`src/rtl/depkt_pkg.sv`:
```
// rtl/depkt_pkg.sv - shared types and packet field offsets for the PE depacketizer
package depkt_pkg;

  typedef enum logic {
    PKT_FILT = 1'b0,
    PKT_PIX  = 1'b1
  } pkt_type_e;

  localparam int DROP_CNT_W = 8;

  // Packet layout, MSB to LSB: type, dst[ADDRW], src[ADDRW], payload[NPIX*DWIDTH]
  function automatic int payload_w(input int npix, input int dwidth);
    return npix * dwidth;
  endfunction

  function automatic int src_lsb(input int npix, input int dwidth);
    return npix * dwidth;
  endfunction

  function automatic int dst_lsb(input int addrw, input int npix, input int dwidth);
    return addrw + npix * dwidth;
  endfunction

  function automatic int type_bit(input int addrw, input int npix, input int dwidth);
    return 2 * addrw + npix * dwidth;
  endfunction

  function automatic int pkt_width(input int addrw, input int npix, input int dwidth);
    return 1 + 2 * addrw + npix * dwidth;
  endfunction

endpackage

```
`src/rtl/depkt_fifo.sv`:
```
// rtl/depkt_fifo.sv - synchronous FIFO with registered storage and full/empty flags
module depkt_fifo #(
  parameter int WIDTH = 8,
  parameter int DEPTH = 4
) (
  input  logic             clk,
  input  logic             rst_n,
  input  logic             i_push,
  input  logic [WIDTH-1:0] i_din,
  input  logic             i_pop,
  output logic [WIDTH-1:0] o_dout,
  output logic             o_full,
  output logic             o_empty
);

  localparam int AW = $clog2(DEPTH);
  localparam int CW = AW + 1;

  logic [WIDTH-1:0] r_mem [DEPTH];
  logic [AW-1:0]    r_wptr;
  logic [AW-1:0]    r_rptr;
  logic [CW-1:0]    r_count;

  logic w_do_push;
  logic w_do_pop;

  // A full FIFO refuses a push even when it pops in the same cycle
  assign o_full    = (r_count == CW'(DEPTH));
  assign o_empty   = (r_count == '0);
  assign w_do_push = i_push & ~o_full;
  assign w_do_pop  = i_pop & ~o_empty;

  // Head is read straight from storage; contents are don't-care while empty
  assign o_dout = r_mem[r_rptr];

  // Pointer and occupancy update; DEPTH is a power of two so pointers wrap naturally
  always_ff @(posedge clk) begin
    if (!rst_n) begin
      r_wptr  <= '0;
      r_rptr  <= '0;
      r_count <= '0;
    end else begin
      if (w_do_push) r_wptr <= r_wptr + AW'(1);
      if (w_do_pop)  r_rptr <= r_rptr + AW'(1);
      case ({w_do_push, w_do_pop})
        2'b10:   r_count <= r_count + CW'(1);
        2'b01:   r_count <= r_count - CW'(1);
        default: r_count <= r_count;
      endcase
    end
  end

  // Storage write; no reset needed since occupancy gates visibility
  always_ff @(posedge clk) begin
    if (w_do_push) r_mem[r_wptr] <= i_din;
  end

endmodule

```
`src/rtl/pe_depacketizer_fifo.sv`:
```
// rtl/pe_depacketizer_fifo.sv - PE depacketizer splitting NoC packets into pixel/filter FIFOs; option macro DEPKT_ADDR_CHECK_EN
module pe_depacketizer_fifo
  import depkt_pkg::*;
#(
  parameter int DWIDTH  = 8,
  parameter int ADDRW   = 3,
  parameter int NPIX    = 5,
  parameter int NFILT   = 3,
  parameter int DEPTH   = 4,
  parameter int MY_ADDR = 0,
  localparam int PWIDTH = pkt_width(ADDRW, NPIX, DWIDTH)
) (
  input  logic                    clk,
  input  logic                    rst_n,
  input  logic                    in_valid,
  output logic                    in_ready,
  input  logic [PWIDTH-1:0]       in_pkt,
  output logic                    pix_valid,
  input  logic                    pix_ready,
  output logic [NPIX*DWIDTH-1:0]  pix_data,
  output logic [ADDRW-1:0]        pix_src,
  output logic                    filt_valid,
  input  logic                    filt_ready,
  output logic [NFILT*DWIDTH-1:0] filt_data,
  output logic [ADDRW-1:0]        filt_src,
  output logic [DROP_CNT_W-1:0]   drop_cnt
);

  localparam int TYPE_BIT = type_bit(ADDRW, NPIX, DWIDTH);
  localparam int DST_LSB  = dst_lsb(ADDRW, NPIX, DWIDTH);
  localparam int SRC_LSB  = src_lsb(NPIX, DWIDTH);
  localparam int PIX_PW   = payload_w(NPIX, DWIDTH);
  localparam int FILT_PW  = payload_w(NFILT, DWIDTH);
  localparam int PIX_W    = ADDRW + PIX_PW;
  localparam int FILT_W   = ADDRW + FILT_PW;

  logic              w_is_pix;
  logic [ADDRW-1:0]  w_dst;
  logic [ADDRW-1:0]  w_src;
  logic              w_accept;
  logic              w_deliver;
  logic              w_pix_push;
  logic              w_filt_push;
  logic              w_pix_full;
  logic              w_pix_empty;
  logic              w_filt_full;
  logic              w_filt_empty;
  logic [PIX_W-1:0]  w_pix_dout;
  logic [FILT_W-1:0] w_filt_dout;

  assign w_is_pix = (pkt_type_e'(in_pkt[TYPE_BIT]) == PKT_PIX);
  assign w_dst    = in_pkt[DST_LSB +: ADDRW];
  assign w_src    = in_pkt[SRC_LSB +: ADDRW];

  // Readiness depends only on the FIFO the packet targets, so one full stream never stalls the other
  assign in_ready = w_is_pix ? ~w_pix_full : ~w_filt_full;
  assign w_accept = in_valid & in_ready;

`ifdef DEPKT_ADDR_CHECK_EN
  logic [DROP_CNT_W-1:0] r_drop_cnt;

  // Misaddressed packets are consumed but not stored
  assign w_deliver = (w_dst == ADDRW'(MY_ADDR));
  assign drop_cnt  = r_drop_cnt;

  // Saturating count of accepted-but-discarded packets
  always_ff @(posedge clk) begin
    if (!rst_n) begin
      r_drop_cnt <= '0;
    end else if (w_accept && !w_deliver && (r_drop_cnt != '1)) begin
      r_drop_cnt <= r_drop_cnt + DROP_CNT_W'(1);
    end
  end
`else
  logic [ADDRW-1:0] w_unused_addr;

  // Destination is ignored: every accepted packet is delivered
  assign w_deliver     = 1'b1;
  assign drop_cnt      = '0;
  assign w_unused_addr = w_dst ^ ADDRW'(MY_ADDR);
`endif

  assign w_pix_push  = w_accept & w_is_pix & w_deliver;
  assign w_filt_push = w_accept & ~w_is_pix & w_deliver;

  depkt_fifo #(
    .WIDTH (PIX_W),
    .DEPTH (DEPTH)
  ) u_pix_fifo (
    .clk     (clk),
    .rst_n   (rst_n),
    .i_push  (w_pix_push),
    .i_din   ({w_src, in_pkt[PIX_PW-1:0]}),
    .i_pop   (pix_ready),
    .o_dout  (w_pix_dout),
    .o_full  (w_pix_full),
    .o_empty (w_pix_empty)
  );

  depkt_fifo #(
    .WIDTH (FILT_W),
    .DEPTH (DEPTH)
  ) u_filt_fifo (
    .clk     (clk),
    .rst_n   (rst_n),
    .i_push  (w_filt_push),
    .i_din   ({w_src, in_pkt[FILT_PW-1:0]}),
    .i_pop   (filt_ready),
    .o_dout  (w_filt_dout),
    .o_full  (w_filt_full),
    .o_empty (w_filt_empty)
  );

  assign pix_valid  = ~w_pix_empty;
  assign pix_data   = w_pix_dout[PIX_PW-1:0];
  assign pix_src    = w_pix_dout[PIX_W-1 -: ADDRW];
  assign filt_valid = ~w_filt_empty;
  assign filt_data  = w_filt_dout[FILT_PW-1:0];
  assign filt_src   = w_filt_dout[FILT_W-1 -: ADDRW];

endmodule

```
`config.mk`:
```
export PLATFORM = sky130hd
export DESIGN_NAME = pe_depacketizer_fifo
export DESIGN_NICKNAME = d
export VERILOG_FILES = /design/src/rtl/depkt_pkg.sv /design/src/rtl/depkt_fifo.sv /design/src/rtl/pe_depacketizer_fifo.sv
export SDC_FILE = /design/constraint.sdc
export NUM_CORES = 1
export LEC_CHECK = 0
export ABC_AREA = 1
export CAP_MARGIN = 30
export CORE_MARGIN = 4
export CORE_UTILIZATION = 35
export DETAILED_ROUTE_END_ITERATION = 12
export GPL_ROUTABILITY_DRIVEN = 0
export PLACE_DENSITY = 0.64
export REMOVE_ABC_BUFFERS = 1
export SLEW_MARGIN = 20
export SYNTH_ARGS = -nofsm -noshare
export SYNTH_HDL_FRONTEND = slang
export SYNTH_SLANG_ARGS = --single-unit
```
`constraint.sdc`:
```
create_clock -name clk -period 4.1 [get_ports clk]
set_clock_uncertainty 0.2 [all_clocks]
set_input_delay 0.82 -clock clk [delete_from_list [all_inputs] [get_ports clk]]
set_output_delay 0.82 -clock clk [all_outputs]
set_load 0.1 [all_outputs]
```
==> flow_summary.json <==
{
  "clk_pin_slew_ps": 60,
  "layout_common_cells": "edfxtp_1 (280), nor2_1 (117), o21ai_0 (100)",
  "pwr-share-clk_pct": 23.6,
  "n_fill_cell": 2970,
  "multi_input_area_um2": 2810,
  "cap_violations": 0,
  "antenna_found_initial": 2,
  "insertion_delay_ps": 540,
  "area_delta_synth_final_pct": 23.6,
  "end_kind": "output port",
  "post-cts-setup-buffers": 0,
  "io_pins": 133,
  "rows": 67,
  "stdcell_count": 1431,
  "fin_crit_ps": 3570,
  "seq_area_um2": 8770,
  "grt_pass1_wl_um": 38500,
  "combPwrFrac_pct": 43.3,
  "power_uw": 10800,
  "ys_seq_area_share_pct": 73.2,
  "grt-ovfl-total": 0,
  "required_ps": 3080,
  "yosysWarnings": 0,
  "first_global_vias": 6560,
  "drtIter0Drc": 409,
  "clockRootBuffer": "clkbuf_16",
  "cts_tree": "done",
  "cp_max_fo": 57,
  "worst_slack_ps": 532,
  "diodes": 0,
  "cp-start-kind": "flip-flop",
  "holdPathStages": 2,
  "timing.rr.end": "u_pix_fifo.r_count[2]",
  "layout_commonest_cell": "edfxtp_1",
  "drc_errors": 0,
  "holdCritStartpoint": "u_filt_fifo.r_rptr[1]",
  "finalHoldViolCount": 0,
  "ys_seq_elements": 298,
  "leakagePower_uw": 0.00500,
  "dr.pass1.iters": 4,
  "wl_um": 25600,
  "avgViaCountPerCell": 4.76,
  "synth_cell_types": 24,
  "slew_violations": 0,
  "core_um2": 33600,
  "initial_core_util_pct": 35.6,
  "setup.worst_path.class": "reg -> out",
  "die_x_um": 193,
  "cts_buffer_depth": 3,
  "nNetsFinal": 1023,
  "internal_power_uw": 6120,
  "fin_util_pct": 44.1,
  "status": "completed",
  "dp.cells": 1373,
  "power_density_nw_per_um2": 731,
  "grt_usage_pct": 13.4,
  "timing.final.crit_share_pct": 87.0,
  "antenna_left": 0,
  "numPortBuffers": 121,
  "r2r_slack_ps": 1810,
  "min_to": "u_filt_fifo.r_rptr[1]",
  "cts_resized": 0,
  "dp_hpwl_um": 14800,
  "clock_sinks": 298,
  "r2r-start": "u_pix_fifo.r_count[1]",
  "ff2ff_path_depth": 12,
  "drt-wirelength-per-cell_um": 17.9,
  "setup_tns_ps": 0,
  "setup_viol": 0,
  "relSlewSlack_pct": 35.0,
  "h-tree-depth": 1,
  "p_seq_share_pct": 33.2,
  "place_ws_ps": 856,
  "numCtsBuffers": 31,
  "rsz0062_at_grt": "false",
  "max_freq_mhz": 280,
  "synth.cell_area_um2": 12000,
  "avgSynthCellArea_um2": 14.4,
  "grt_start_max_net_pins": 58,
  "irDropWorstVdd_mv": 0.551,
  "drive_above_1_share_pct": 23.8,
  "switching_share_pct": 43.5,
  "die_area_um2": 37300,
  "holdCritPathClass": "reg -> reg",
  "die_h_um": 193,
  "worstMarginPinSlew_ps": 972,
  "syn_inst": 832,
  "netSwitchingPower_uw": 4710,
  "cts_hold_buf": 0,
  "vias": 6807,
  "arrival_ps": 2550
}
==> cell families after synthesis <==
logic type	after synthesis	synth area share (%)
flops	298	73.2
simple gates	205	9.16
other cells	1	0.0313
buf+inv	93	4.12
fa+ha+maj	12	1.38
compound gates	223	12.1
==> metrics by stage <==
| step | cell area (um^2) | hold slack [ps] |
|---|---|---|
| finish | 14800 | 318 |
| floorplan | 11700 | 260 |
| detailed placement | 13800 | 299 |
| global placement | 13800 | 295 |
| CTS | 14800 | 316 |
| global route | 14800 | 344 |
==> worst max-delay path: stages, from the launching register on <==
cell,delay [ps]
dfxtp_4,560
buf_4,590
o21ai_0,190
o22ai_1,290
buf_4,350
==> worst max-delay path by stage <==
stage,slack (ps),endpoint
CTS,460,pix_src[2]
finish,530,pix_src[2]
detailed placement,860,u_pix_fifo.r_mem[0][28]
global route,330,pix_src[2]
global placement,870,u_pix_fifo.r_mem[0][28]
floorplan,-1200,pix_data[0]
==> cells in the mapped netlist <==
| cell type | instances | area [um^2] |
|---|---|---|
| edfxtp_1 | 280 | 8410 |
| nor2_1 | 125 | 469 |
| o21ai_0 | 100 | 500 |
| o21ai_1 | 46 | 230 |
| nor2_4 | 40 | 450 |
| o22ai_2 | 40 | 500 |
| inv_1 | 35 | 131 |
| nand2_1 | 30 | 113 |
| o22ai_1 | 30 | 188 |
| buf_2 | 25 | 125 |
| dfxtp_1 | 18 | 360 |
| clkbuf_1 | 11 | 41.3 |
| buf_4 | 10 | 75.1 |
| ha_1 | 10 | 125 |
| inv_2 | 7 | 26.3 |
| a21oi_1 | 6 | 30.0 |
| buf_12 | 4 | 80.1 |
| nand3_1 | 4 | 20.0 |
| nand4_1 | 4 | 25.0 |
| fa_1 | 2 | 40.0 |
| nand3_2 | 2 | 20.0 |
| a31oi_1 | 1 | 6.26 |
| buf_8 | 1 | 15.0 |
| conb_1 | 1 | 3.75 |
==> flip-flops by register name, indices dropped and copies added, names as in the netlist, named ones only <==
register / flops
u_filt_fifo.r_wptr: 2
u_filt_fifo.r_mem: 108
u_filt_fifo.r_count: 3
u_pix_fifo.r_wptr: 2
u_pix_fifo.r_count: 3
u_filt_fifo.r_rptr: 2
u_pix_fifo.r_rptr: 2
u_pix_fifo.r_mem: 172
==> power by group through the flow <==
stage	Clock, uW	Sequential (uW)	Combinational, uW
3_3_place_gp	0	3650	4700
3_5_place_dp	0	3650	4720
4_1_cts	2620	3590	4730
2_1_floorplan	0	3700	3290
6_report	2550	3590	4680
5_1_grt	2750	3610	4910
==> area by class of cell <==
type	instances	area share [%]
Sequential cell	298	59.3
Multi-Input combinational cell	448	19.0
Timing Repair Buffer	138	10.5
Clock buffer	43	5.81
Tap cell	448	3.79
Inverter	42	1.10
Clock inverter	14	0.541
==> metal layers <==
metal  global-route usage, %  part of all wire, %  up-vias  routed length [um]
li1                        -                    -     3296                   -
met1                    18.6                   45     3300               11600
met2                    21.6                   46      172               11800
met3                    3.24                  6.5       37                1650
met4                    2.89                  1.8        2                 469
met5                       0                0.051        -                  13
Power figures use the tool's default switching activity.
